[config.mk]
export PLATFORM = sky130hd
export DESIGN_NAME = flags_stack_reg_flat
export DESIGN_NICKNAME = d
export VERILOG_FILES = /design/src/rtl/flags_stack_reg_if.sv /design/src/rtl/flags_stack_reg.sv /design/src/flat_wrapper.sv
export SDC_FILE = /design/constraint.sdc
export NUM_CORES = 1
export LEC_CHECK = 0
export CAP_MARGIN = 10
export CORE_ASPECT_RATIO = 1.75
export CORE_MARGIN = 2
export CORE_UTILIZATION = 49
export CTS_BUF_LIST = sky130_fd_sc_hd__clkbuf_2
export DETAILED_ROUTE_END_ITERATION = 12
export MAX_ROUTING_LAYER = met4
export PLACE_DENSITY = 0.78
export SLEW_MARGIN = 10
export SYNTH_ARGS = -nofsm -noshare
export SYNTH_HDL_FRONTEND = slang
export SYNTH_SLANG_ARGS = --single-unit
[constraint.sdc]
create_clock -name clk -period 1.57 [get_ports clk]
set_input_delay 0.314 -clock clk [delete_from_list [all_inputs] [get_ports clk]]
set_output_delay 0.314 -clock clk [all_outputs]
set_load 0.02 [all_outputs]
[src/rtl/flags_stack_reg_if.sv]
// Flag register bus: ALU-side load inputs, save/restore strobes,
// and the registered flags/stack status seen by the control unit.
interface flags_stack_reg_if #(
    parameter int WIDTH = 3,
    parameter int DEPTH = 4,
    parameter int CW    = $clog2(DEPTH + 1)
);
    logic [WIDTH-1:0] in;
    logic [WIDTH-1:0] mask;
    logic             load_bar;
    logic             push_bar;
    logic             pop_bar;
    logic [WIDTH-1:0] out;
    logic [CW-1:0]    count;
    logic             empty;
    logic             full;
    logic             err;

    modport master (
        output in, mask, load_bar, push_bar, pop_bar,
        input  out, count, empty, full, err
    );

    modport slave (
        input  in, mask, load_bar, push_bar, pop_bar,
        output out, count, empty, full, err
    );
endinterface

[src/rtl/flags_stack_reg.sv]
// CPU flags register with per-bit load mask and a DEPTH-entry
// LIFO save/restore stack for trap entry/return.
module flags_stack_reg #(
    parameter int WIDTH = 3,
    parameter int DEPTH = 4,
    parameter int CW    = $clog2(DEPTH + 1)
) (
    input  logic           clk,
    input  logic           reset_bar,
    flags_stack_reg_if.slave bus
);
    logic [WIDTH-1:0] flags_q;
    logic [WIDTH-1:0] flags_d;
    logic [WIDTH-1:0] stk_q [DEPTH];
    logic [WIDTH-1:0] top;
    logic [WIDTH-1:0] loaded;
    logic [CW-1:0]    cnt_q;
    logic [CW-1:0]    cnt_d;
    logic             err_q;
    logic             err_d;
    logic             ld;
    logic             push;
    logic             pop;
    logic             empty;
    logic             full;
    logic             do_push;
    logic             do_pop;

    assign ld    = ~bus.load_bar;
    assign push  = ~bus.push_bar;
    assign pop   = ~bus.pop_bar;
    assign empty = (cnt_q == '0);
    assign full  = (cnt_q == CW'(DEPTH));

    assign loaded = (flags_q & ~bus.mask) | (bus.in & bus.mask);

    // Conflicting or impossible stack ops leave the stack untouched.
    assign do_push = push & ~pop & ~full;
    assign do_pop  = pop & ~push & ~empty;

    always_comb begin
        top = '0;
        for (int i = 0; i < DEPTH; i++) begin
            if (cnt_q == CW'(i + 1)) top = stk_q[i];
        end
    end

    always_comb begin
        flags_d = flags_q;
        cnt_d   = cnt_q;
        err_d   = err_q;
        if (push && pop) begin
            err_d = 1'b1;
        end else if (pop) begin
            if (empty) begin
                err_d = 1'b1;
            end else begin
                flags_d = top;
                cnt_d   = cnt_q - CW'(1);
            end
        end else begin
            // Push saves the pre-load flags; the load still applies.
            if (push) begin
                if (full) err_d = 1'b1;
                else      cnt_d = cnt_q + CW'(1);
            end
            if (ld) flags_d = loaded;
        end
    end

    always_ff @(posedge clk or negedge reset_bar) begin
        if (!reset_bar) begin
            flags_q <= '0;
            cnt_q   <= '0;
            err_q   <= 1'b0;
        end else begin
            flags_q <= flags_d;
            cnt_q   <= cnt_d;
            err_q   <= err_d;
        end
    end

    always_ff @(posedge clk or negedge reset_bar) begin
        if (!reset_bar) begin
            for (int i = 0; i < DEPTH; i++) stk_q[i] <= '0;
        end else begin
            for (int i = 0; i < DEPTH; i++) begin
                if (do_push && cnt_q == CW'(i))
                    stk_q[i] <= flags_q;
                else if (do_pop && cnt_q == CW'(i + 1))
                    stk_q[i] <= '0;
            end
        end
    end

    assign bus.out   = flags_q;
    assign bus.count = cnt_q;
    assign bus.empty = empty;
    assign bus.full  = full;
    assign bus.err   = err_q;
endmodule

[src/flat_wrapper.sv]
// flat-port wrapper written by rule: the top's interface ports become plain ports
module flags_stack_reg_flat 
#(
    parameter int WIDTH = 3,
    parameter int DEPTH = 4,
    parameter int CW    = $clog2(DEPTH + 1)
)
  (clk, reset_bar, bus_in, bus_mask, bus_load_bar, bus_push_bar, bus_pop_bar, bus_out, bus_count, bus_empty, bus_full, bus_err);
  flags_stack_reg_if #(.WIDTH(WIDTH), .DEPTH(DEPTH), .CW(CW)) bus_i ();
  input  logic clk;
  input  logic reset_bar;
  input wire logic [$bits(bus_i.in)-1:0] bus_in;
  input wire logic [$bits(bus_i.mask)-1:0] bus_mask;
  input wire logic [$bits(bus_i.load_bar)-1:0] bus_load_bar;
  input wire logic [$bits(bus_i.push_bar)-1:0] bus_push_bar;
  input wire logic [$bits(bus_i.pop_bar)-1:0] bus_pop_bar;
  output wire logic [$bits(bus_i.out)-1:0] bus_out;
  output wire logic [$bits(bus_i.count)-1:0] bus_count;
  output wire logic [$bits(bus_i.empty)-1:0] bus_empty;
  output wire logic [$bits(bus_i.full)-1:0] bus_full;
  output wire logic [$bits(bus_i.err)-1:0] bus_err;
  assign bus_i.in = bus_in;
  assign bus_i.mask = bus_mask;
  assign bus_i.load_bar = bus_load_bar;
  assign bus_i.push_bar = bus_push_bar;
  assign bus_i.pop_bar = bus_pop_bar;
  assign bus_out = bus_i.out;
  assign bus_count = bus_i.count;
  assign bus_empty = bus_i.empty;
  assign bus_full = bus_i.full;
  assign bus_err = bus_i.err;
  flags_stack_reg #(.WIDTH(WIDTH), .DEPTH(DEPTH), .CW(CW)) u_core (.clk(clk), .reset_bar(reset_bar), .bus(bus_i));
endmodule
==> metrics.md, run 1 <==
| Metric | Value |
|---|---|
| Setup Crit Path Kind | `reg -> reg` |
| Hpwl dp | `2720 µm` |
| Skew-Pair Late Insertion Delay | `0.33 ns` |
| CTS max path bufs | `2` |
| CTS Sinks | `19` |
| Global route hottest layer | `met2` |
| #FFs+latches synth | `19` |
| Pwr Total | `0.003023 W` |
| Largest net degree at the start of global routing | `20` |
| CTS root buffer | `clkbuf_2` |
| Total wire length after detailed routing | `3791 µm` |
| RSZ-0062 raised after global routing | `true` |
| Die area | `2741 µm²` |
| Placer Congestion | `0.8962` |
| Met3 Usage GRT | `7.237%` |
| Wire length per cell | `18.96 µm` |
| Synth Instances | `122` |
| Crit start category | `register` |
| Met1 Usage GRT | `28.90%` |
| Gr usage total | `30.74%` |
| Syn_area_per_cell | `9.333 µm²` |
| Vias in the first global route | `1223` |
| Crit path time final | `1.779 ns` |
| Final setup vio count | `11` |
| Pre-CTS setup slack | `-0.2139 ns` |
| CTS tree | `done` |
| CTS Buf Count | `3` |
| Post-synthesis cell type count | `30` |
| Dpl cell area | `1568 µm²` |
| CTS clk-pin slew, worst paths | `0.20 ns` |
| Core Area | `2245 µm²` |
| Met2 Resource Use GR | `51.98%` |
| RR Startpoint | `u_core.bus.count[0]$_DFFE_PN0P_` |
| Row cnt | `23` |
| Static Leak | `0.7970 nW` |
| Placed cells | `188` |
| First-pass GRT wire length | `5575 µm` |
| Initial antenna violation count | `0` |
| Routed vias | `1227` |
| Syn Std Cell Area | `1139 µm²` |
| Area Growth Syn to Fin | `53.08%` |
| Number of DRC markers in iteration 0 | `58` |
| H-Tree Depth | `1` |
| Non-Filler Instances | `200` |
| Worst hold path type | `in -> async` |
| Critical path endpoint category | `register` |
| Drt pass-1 iters | `4` |
| Pins Over Slew Limit | `0` |
| Register area share after synthesis | `41.76%` |
| Share of cells above drive strength 1 | `38.86%` |
| Final net count | `193` |
| Status | `complete, but fails checks` |
| Fmax | `562.1 MHz` |
| Post-DRT Antenna Nets | `0` |
| Max Cap Violations | `0` |
| Chip Height | `67.77 µm` |
| Synth warn | `0` |
| N_diodes | `0` |
| Final clock skew | `0.02442 ns` |
| I/O Buffers | `19` |
| Failing checks | `setup timing` |
| Final Hold Fails | `0` |
| VDD IR max | `0.001317 V` |
| GRT overflow | `0` |
| Worst-Margin Slew | `0.2917 ns` |
| Vias per std cell | `6.135` |
| CP Data Arrival Time | `2.04 ns` |
| Tcrit/Tclk final | `113.3%` |
| Slew HR | `80.55%` |
| WHS | `0.2837 ns` |
| Mapped Nets | `139` |
| Flop-to-flop setup slack | `-0.21 ns` |
| FF-to-FF path depth | `7` |
| DRC Markers | `0` |
| Req. time, crit path | `1.83 ns` |
| # IOs | `20` |
| Hold-fix buffers, CTS | `0` |
| Final WS setup | `-0.2091 ns` |
| PD cells | `1735 nW/µm²` |
| Die X | `40.44 µm` |
| Worst-path maximum fanout | `6` |
| Final Instance Area | `1743 µm²` |
| Initial Utilization | `50.72%` |
[power breakdown]
group	switching (W)	total, W	internal (W)
registers	0.000145	0.000808	0.000663
logic	0.00101	0.00199	0.000980
clock network	0.000163	0.000230	0.0000674
[layout by cell type (no fill, tap or decap), types with 2 or more instances in the layout]
cell type	n
nor3b_4	2
a221o_1	4
nor2b_1	3
and3_1	2
a21oi_1	3
inv_1	6
clkbuf_2	5
nand2_1	16
dlygate4sd2_1	5
a22o_1	9
nand3_1	11
ha_4	4
o21ai_0	7
dfrtp_1	16
buf_4	34
nor2_1	4
nor2_2	2
clkdlybuf4s50_1	10
dfrtp_2	3
a32o_1	2
o22ai_2	2
a221oi_2	3
buf_6	2
nand2_2	2
[routing by layer]
metal	vias up	routed length, µm
met5	-	0
met4	0	189
met3	18	236
met2	66	2103
met1	587	1262
li1	556	-
[Yosys cell counts]
cell,number,area share [%]
nor3b_1,1,0.66
a221oi_1,3,2.3
nand3_1,11,4.8
and3_1,3,1.6
nor2_1,6,2.0
buf_6,1,0.99
a32o_1,2,1.8
clkbuf_2,1,0.44
nor2b_2,1,0.77
nor2b_1,3,1.6
nor4b_4,1,2.1
xnor2_1,1,0.77
nand2_1,18,5.9
a211oi_1,1,0.66
o21ai_0,7,3.1
o21a_1,1,0.66
a22o_1,9,6.9
a31oi_1,1,0.55
inv_1,7,2.3
a221o_1,4,3.5
nand4_1,1,0.55
or3_1,1,0.55
buf_2,3,1.3
dfrtp_1,19,42
nor3b_2,1,1.1
a21oi_1,4,1.8
nand2b_1,1,0.55
o22ai_1,3,1.6
o211ai_1,1,0.66
ha_1,6,6.6
[cells by family (layout without fill, tap and decap cells)]
| logic type | count (synthesis) | in the layout | share of synthesized area, % |
|---|---|---|---|
| buf+inv | 12 | 65 | 5.054 |
| compound gates | 36 | 36 | 23.52 |
| flops | 19 | 19 | 41.76 |
| fa+ha+maj | 6 | 6 | 6.593 |
| simple gates | 48 | 48 | 22.31 |
| xor+xnor | 1 | 1 | 0.7694 |
[how the worst max path moves through the flow]
stage | slack, ns | from | cells past startpoint | to
after floorplan | -0.15 | u_core.bus.count[1]$_DFFE_PN0P_ | 7 | register
after global placement | -0.19 | u_core.bus.count[0]$_DFFE_PN0P_ | 5 | bus_full
after detailed placement | -0.21 | u_core.bus.count[0]$_DFFE_PN0P_ | 5 | bus_full
after CTS | -0.20 | u_core.bus.count[0]$_DFFE_PN0P_ | 7 | register
after global routing | -0.31 | u_core.bus.count[1]$_DFFE_PN0P_ | 7 | register
final | -0.21 | u_core.bus.count[0]$_DFFE_PN0P_ | 7 | register
[worst max-delay path: stages, from the launching register on]
cell and delay (ns):
dfrtp_2 0.46, buf_6 0.12, ha_4 0.15, ha_4 0.19, nor3b_4 0.29, a221oi_2 0.12
a221o_1 0.31, nand3_1 0.07
[what timing repair did]
item,CTS,global route
pin swaps,2,10
endpoints found under the setup margin,16,18
resized for setup,17,23
setup buffers,1,7
cloned,0,0
[per-stage QoR]
| step | setup TNS [ns] | util [%] |
|---|---|---|
| floorplan | -0.5810 | - |
| global placement | -1.887 | 69.84 |
| detailed placement | -2.871 | 69.84 |
| CTS | -0.8583 | 71.57 |
| global route | -2.041 | 77.65 |
| finish | -1.243 | 77.65 |
[area by class of cell]
| type | count | area, µm² |
|---|---|---|
| multi-input combinational | 91 | 732.0 |
| sequential | 19 | 479.2 |
| tap | 25 | 31.28 |
| fill | 152 | 501.7 |
| inverter | 7 | 28.78 |
| timing repair buffer | 54 | 451.7 |
| clock buffer | 4 | 20.02 |
Power figures use the tool's default switching activity.
==> run 2, diff against run 1 <==
Settings changed: CORE_ASPECT_RATIO 1.75 to unset, CORE_UTILIZATION 49 to 54, PLACE_DENSITY 0.78 to 0.81.
Clock period 1.57 ns to 1.85 ns, I/O delays scaled along.
==> run 2 against run 1 <==
Against the previous run: the run now ends clean; critical path depth down 6; clock skew is 0.011 ns lower; clock power is 17% lower; sequential share of layout area is 3.8 points higher; count of clock-buffer cells in the layout is 1 lower; die area decreased by 9.1%; setup slack gained 0.26 ns; core utilization decreased by 0.44 points; register-to-register slack better by 0.29 ns; routed wire length down 23%.
==> metrics.md, run 2 (synthesis results as in run 1) <==
| Metric | Value |
|---|---|
| Wire length per cell | `15.61 µm (was 18.96 µm)` |
| Crit path time final | `1.797 ns` |
| Core Util, Final | `77.21% (was 77.65%)` |
| Final Hold Fails | `0 (unchanged)` |
| Area Growth Syn to Fin | `34.40% (was 53.08%)` |
| CTS Sinks | `19 (unchanged)` |
| Static Leak | `0.7140 nW (was 0.7970 nW)` |
| Placer Congestion | `0.9841 (was 0.8962)` |
| CP Data Arrival Time | `1.43 ns (was 2.04 ns)` |
| Initial antenna violation count | `0 (unchanged)` |
| Crit start category | `register (unchanged)` |
| Slew HR | `75.86% (was 80.55%)` |
| Vias in the first global route | `1039 (was 1223)` |
| Worst-Margin Slew | `0.3614 ns (was 0.2917 ns)` |
| Critical path endpoint category | `output port (was register)` |
| Total wire length after detailed routing | `2903 µm (was 3791 µm)` |
| CTS clk-pin slew, worst paths | `0.20 ns (about the same)` |
| Chip Height | `49.92 µm (was 67.77 µm)` |
| VDD IR max | `0.0009502 V (was 0.001317 V)` |
| Die area | `2492 µm² (was 2741 µm²)` |
| CTS max path bufs | `2 (unchanged)` |
| PD cells | `1390 nW/µm² (was 1735 nW/µm²)` |
| Core Area | `1982 µm² (was 2245 µm²)` |
| Pins Over Slew Limit | `0 (unchanged)` |
| Row cnt | `16 (was 23)` |
| Largest net degree at the start of global routing | `20 (unchanged)` |
| Filler cell count | `123 (was 152)` |
| Status | `finished, final reports clean (was complete, but fails checks)` |
| Setup Crit Path Kind | `reg -> out (was reg -> reg)` |
| Final setup vio count | `0 (was 11)` |
| CTS tree | `done (unchanged)` |
| Share of cells above drive strength 1 | `21.38% (was 38.86%)` |
| Fmax | `556.6 MHz` |
| Worst hold path type | `in -> async (unchanged)` |
| Die X | `49.92 µm (was 40.44 µm)` |
| Req. time, crit path | `1.48 ns (was 1.83 ns)` |
| Top Family by Delay on Critical Path | `buffers and inverters (was flip-flops)` |
| Pwr Total | `0.002127 W (was 0.003023 W)` |
| CTS Buf Count | `3 (unchanged)` |
| Final clock skew | `0.01363 ns (was 0.02442 ns)` |
| H-Tree Depth | `1 (unchanged)` |
| WHS | `0.3329 ns (was 0.2837 ns)` |
| I/O Buffers | `19 (unchanged)` |
| N_diodes | `0 (unchanged)` |
| Critical path buffers and inverters | `1 (unchanged)` |
| Skew-Pair Late Insertion Delay | `0.34 ns (was 0.33 ns)` |
| First-pass GRT wire length | `4974 µm (was 5575 µm)` |
| Gr usage total | `27.08% (was 30.74%)` |
| GRT overflow | `0 (unchanged)` |
| CTS root buffer | `clkbuf_2 (unchanged)` |
| Worst-path maximum fanout | `6 (unchanged)` |
| Initial Utilization | `57.45% (was 50.72%)` |
| Worst path slowest cell | `clkdlybuf4s50_1 (was dfrtp_2)` |
| Number of DRC markers in iteration 0 | `46 (was 58)` |
| Crit-path max cell delay | `0.63 ns (was 0.46 ns)` |
| Commonest non-fill, non-tap cell in the layout | `nand2_1 (was buf_4)` |
| Crit-path cells | `clkdlybuf4s50_1 (was buf_6 > ha_4 > ha_4 > nor3b_4 > a221oi_2 > a221o_1 > nand3_1)` |
| Max Cap Violations | `0 (unchanged)` |
| Tcrit/Tclk final | `97.12%` |
| Vias per std cell | `5.989 (was 6.135)` |
| Drt pass-1 iters | `4 (unchanged)` |
| Final net count | `177 (was 193)` |
| Post-DRT Antenna Nets | `0 (unchanged)` |
| Routed vias | `1114 (was 1227)` |
| Hpwl dp | `2267 µm (was 2720 µm)` |
| Leading cell types in the layout, fill and taps excluded | `nand2_1 (18), buf_4 (17), dfrtp_1 (16), clkdlybuf4s50_1 (14), nand3_1 (11) (was buf_4 (34), nand2_1 (16), dfrtp_1 (16), nand3_1 (11), clkdlybuf4s50_1 (10))` |
| # IOs | `20 (unchanged)` |
| DRC Markers | `0 (unchanged)` |
==> run 2: changes by cell type in the layout (fill, tap and decap cells not counted), moves of 3 or more <==
cell | before | now
buf_4 | 34 | 17
clkdlybuf4s50_1 | 10 | 14
dlygate4sd2_1 | 5 | 1
ha_1 | 1 | 4
==> run 2: timing repair <==
action | 4_1_cts | 5_1_grt
gates resized for setup | 12 | 9
hold buffers | 0 | 0
setup endpoints to repair | 5 | 11
pin swaps | 0 | 5
buffers inserted | 0 | 1
==> run 2: worst paths after layout <==
| path | from | to | slack, ns | depth (start not counted) |
|---|---|---|---|---|
| max reg2reg | u_core.bus.count[1]$_DFFE_PN0P_ | register | 0.08 | 7 |
| min in group clk | u_core.bus.err$_DFFE_PN0P_ | u_core.bus.err$_DFFE_PN0P_ | 0.52 | 1 |
| min reg2reg | u_core.bus.err$_DFFE_PN0P_ | u_core.bus.err$_DFFE_PN0P_ | 0.52 | 1 |
| max in group asynchronous | reset_bar | asynchronous set/reset pin | 1.29 | 2 |
| min | reset_bar | u_core.bus.count[2]$_DFFE_PN0P_ | 0.33 | 2 |
| max | register | bus_out[0] | 0.05 | 1 |
==> run 2: power by group <==
group          internal, W  switching, W  leakage (nW)
sequential        0.000562      0.000149         0.242
clock            0.0000490      0.000141        0.0164
combinational     0.000597      0.000629         0.455
total              0.00121      0.000919         0.714
==> run 2: metrics by stage <==
| step | setup slack (ns) | setup TNS (ns) | cell area, µm² | instances |
|---|---|---|---|---|
| after floorplan | 0.005728 | 0 | 1139 | 122 |
| after global placement | 0.05565 | 0 | 1466 | 181 |
| after detailed placement | 0.01629 | 0 | 1466 | 181 |
| after CTS | 0.001853 | 0 | 1485 | 185 |
| after global routing | -0.01074 | -0.01550 | 1530 | 186 |
| final | 0.05323 | 0 | 1530 | 186 |
==> run 2: worst reg2reg max path: stages, from the launching register on <==
cell	delay (ns)
dfrtp_1	0.43
buf_6	0.14
ha_4	0.16
ha_4	0.17
nor4b_4	0.30
nand2_1	0.13
a221o_1	0.31
nand3_1	0.07
==> run 2: layer usage <==
metal  share of wire [%]  GRT usage [%]  vias to the layer above
met1                  43          35.25                      536
met4                 2.6          7.870                        0
met3                 6.5          7.273                        8
li1                    -              -                      525
met2                  48          41.33                       45
met5                   0              -                        -
==> run 2: layout make-up <==
type	instances	area [µm²]	area share, %
repair buffers	38	334.1	21.83
inverters	7	26.28	1.717
multi-input cells	91	636.9	41.62
flip-flops and latches	19	479.2	31.32
clock buffers	3	15.01	0.9812
well taps	27	33.78	2.208
clock inverters	1	5.005	0.3271
==> run 3, diff against run 2 <==
==> constraint.sdc (replaced) <==
create_clock -name clk -period 1.85 [get_ports clk]
set_input_delay 0.2775 -clock clk [delete_from_list [all_inputs] [get_ports clk]]
set_output_delay 0.2775 -clock clk [all_outputs]
set_load 0.02 [all_outputs]
==> run 3 against run 2 <==
Against the previous run: clock power is 6% lower; combinational power hardly changed; first-iteration DRC count is 24% higher; final cell count is 0.54% lower; non-clock buffer count is 1 lower; core utilization is 0.95 points lower; via count is 0.63% lower; critical endpoint is now bus_empty; total power is 0.79% lower; largest power group unchanged; count of clock-buffer cells in the layout is 1 higher.
==> metrics.md, run 3 (synthesis results as in run 1) <==
| Metric | Value |
|---|---|
| Hpwl dp | `2275 µm (was 2267 µm)` |
| Wire length per cell | `15.97 µm (was 15.61 µm)` |
| CTS tree | `done (unchanged)` |
| Slew HR | `74.89% (was 75.86%)` |
| Critical path buffers and inverters | `3 (was 1)` |
| Crit-path cells | `inv_1 > ha_2 > nand2b_1 > inv_1 > clkdlybuf4s15_2 (was clkdlybuf4s50_1)` |
| Pins Over Slew Limit | `0 (unchanged)` |
| Crit-path max cell delay | `0.45 ns (was 0.63 ns)` |
| Vias in the first global route | `1050 (was 1039)` |
| Final Hold Fails | `0 (unchanged)` |
| Initial antenna violation count | `0 (unchanged)` |
| Tcrit/Tclk final | `96.03% (was 97.12%)` |
| Worst hold path type | `in -> async (unchanged)` |
| Total wire length after detailed routing | `2955 µm (was 2903 µm)` |
| First-pass GRT wire length | `4712 µm (was 4974 µm)` |
| Initial Utilization | `57.45% (unchanged)` |
| CTS Buf Count | `3 (unchanged)` |
| PD cells | `1396 nW/µm² (was 1390 nW/µm²)` |
| N_diodes | `0 (unchanged)` |
| Drt pass-1 iters | `4 (unchanged)` |
| Core Area | `1982 µm² (unchanged)` |
| Commonest non-fill, non-tap cell in the layout | `dfrtp_1 (was nand2_1)` |
| Vias per std cell | `5.984 (was 5.989)` |
| GRT overflow | `0 (unchanged)` |
| Top Family by Delay on Critical Path | `flip-flops (was buffers and inverters)` |
| CTS root buffer | `clkbuf_2 (unchanged)` |
| RSZ-0062 raised after global routing | `true` |
| Post-DRT Antenna Nets | `0 (unchanged)` |
| Final Instance Area | `1511 µm² (was 1530 µm²)` |
| CTS max path bufs | `2 (unchanged)` |
| Area Growth Syn to Fin | `32.75% (was 34.40%)` |
| Max Cap Violations | `0 (unchanged)` |
| Worst path slowest cell | `dfrtp_1 (was clkdlybuf4s50_1)` |
| Status | `finished, final reports clean (unchanged)` |
| Worst-Margin Slew | `0.3758 ns (was 0.3614 ns)` |
| Placer Congestion | `0.8463 (was 0.9841)` |
| Share of cells above drive strength 1 | `18.99% (was 21.38%)` |
| Final clock skew | `0.01253 ns (was 0.01363 ns)` |
| CTS Sinks | `19 (unchanged)` |
| Chip Height | `49.92 µm (unchanged)` |
| Most common cell on crit path | `inv_1` |
| Worst-path maximum fanout | `4 (was 6)` |
| Setup Crit Path Kind | `reg -> out (unchanged)` |
| Crit path time final | `1.776 ns (was 1.797 ns)` |
| Number of DRC markers in iteration 0 | `57 (was 46)` |
| Setup_tns | `0 ns (unchanged)` |
| VDD IR max | `0.001100 V (was 0.0009502 V)` |
| Largest net degree at the start of global routing | `20 (unchanged)` |
| Skew-Pair Late Insertion Delay | `0.32 ns (was 0.34 ns)` |
| Crit start category | `register (unchanged)` |
| CTS clk-pin slew, worst paths | `0.16 ns (was 0.20 ns)` |
| H-Tree Depth | `1 (unchanged)` |
| Fmax | `562.9 MHz (was 556.6 MHz)` |
| Dpl cell area | `1471 µm² (was 1466 µm²)` |
| Hold-fix buffers, CTS | `0 (unchanged)` |
| Die X | `49.92 µm (unchanged)` |
| Critical path endpoint category | `output port (unchanged)` |
| Req. time, crit path | `1.57 ns (was 1.48 ns)` |
| I/O Buffers | `19 (unchanged)` |
| Final net count | `176 (was 177)` |
| Gr usage total | `25.86% (was 27.08%)` |
| Row cnt | `16 (unchanged)` |
| Leading cell types in the layout, fill and taps excluded | `dfrtp_1 (19), nand2_1 (18), buf_4 (17), clkdlybuf4s50_1 (16), nand3_1 (11) (was nand2_1 (18), buf_4 (17), dfrtp_1 (16), clkdlybuf4s50_1 (14), nand3_1 (11))` |
| Die area | `2492 µm² (unchanged)` |
| Final setup vio count | `0 (unchanged)` |
| # IOs | `20 (unchanged)` |
| Routed vias | `1107 (was 1114)` |
| DRC Markers | `0 (unchanged)` |
| Static Leak | `0.6854 nW (was 0.7140 nW)` |
| CP Data Arrival Time | `1.50 ns (was 1.43 ns)` |
==> run 3: cell type report <==
cell class / instances / area (µm²)
multi-input cells: 91 / 623.1
flip-flops and latches: 19 / 475.5
fillers: 127 / 470.5
repair buffers: 37 / 332.8
well taps: 27 / 33.78
inverters: 7 / 26.28
clock buffers: 4 / 20.02
==> run 3: final timing paths <==
kind | slack (ns) | endpoint | cells past startpoint | start
max in group asynchronous | 1.37 | asynchronous set/reset pin | 2 | reset_bar
hold reg to reg | 0.51 | u_core.bus.err$_DFFE_PN0P_ | 1 | u_core.bus.err$_DFFE_PN0P_
hold / removal | 0.27 | u_core.bus.count[1]$_DFFE_PN0P_ | 2 | reset_bar
setup reg to reg | 0.09 | register | 6 | u_core.bus.count[0]$_DFFE_PN0P_
min in group clk | 0.51 | u_core.bus.err$_DFFE_PN0P_ | 1 | u_core.bus.err$_DFFE_PN0P_
setup / recovery | 0.07 | bus_empty | 5 | u_core.bus.count[0]$_DFFE_PN0P_
==> run 3: worst reg2reg max path, stage by stage, from the launching register on <==
cell and delay, ns:
dfrtp_1 0.45, ha_1 0.22, ha_2 0.22, buf_4 0.16, a221oi_1 0.32, a221o_1 0.20, nand3_1 0.08
==> run 3: metrics by stage <==
stage / hold WS (ns) / worst slack [ns] / total power [W] / utilization [%] / cells
after floorplan: -0.01809 / 0.005728 / 0.001360 / - / 122
after global placement: 0.4540 / 0.1061 / 0.001851 / 74.24 / 180
after detailed placement: 0.4649 / 0.07302 / 0.001892 / 74.24 / 180
after CTS: 0.2570 / 0.02336 / 0.002063 / 75.32 / 184
after global routing: 0.2496 / -0.03210 / 0.002263 / 76.26 / 185
final: 0.2700 / 0.07351 / 0.002110 / 76.26 / 185
==> run 3: metal layers <==
metal | routed length (µm) | track usage [%]
met2 | 1452 | 41.11
met5 | 0 | -
met3 | 267 | 5.455
met4 | 46 | 6.481
met1 | 1189 | 33.72
==> run 3: power by group <==
| part | switching, W | internal (W) |
|---|---|---|
| sequential | 0.000157 | 0.000556 |
| clock | 0.000121 | 0.0000572 |
| combinational | 0.000625 | 0.000594 |
==> run 3: timing repair <==
action                                  in CTS  in global routing
pin swaps                                    0                  2
gates resized for setup                      7                  5
buffers inserted                             0                  1
endpoints found under the setup margin       3                  8
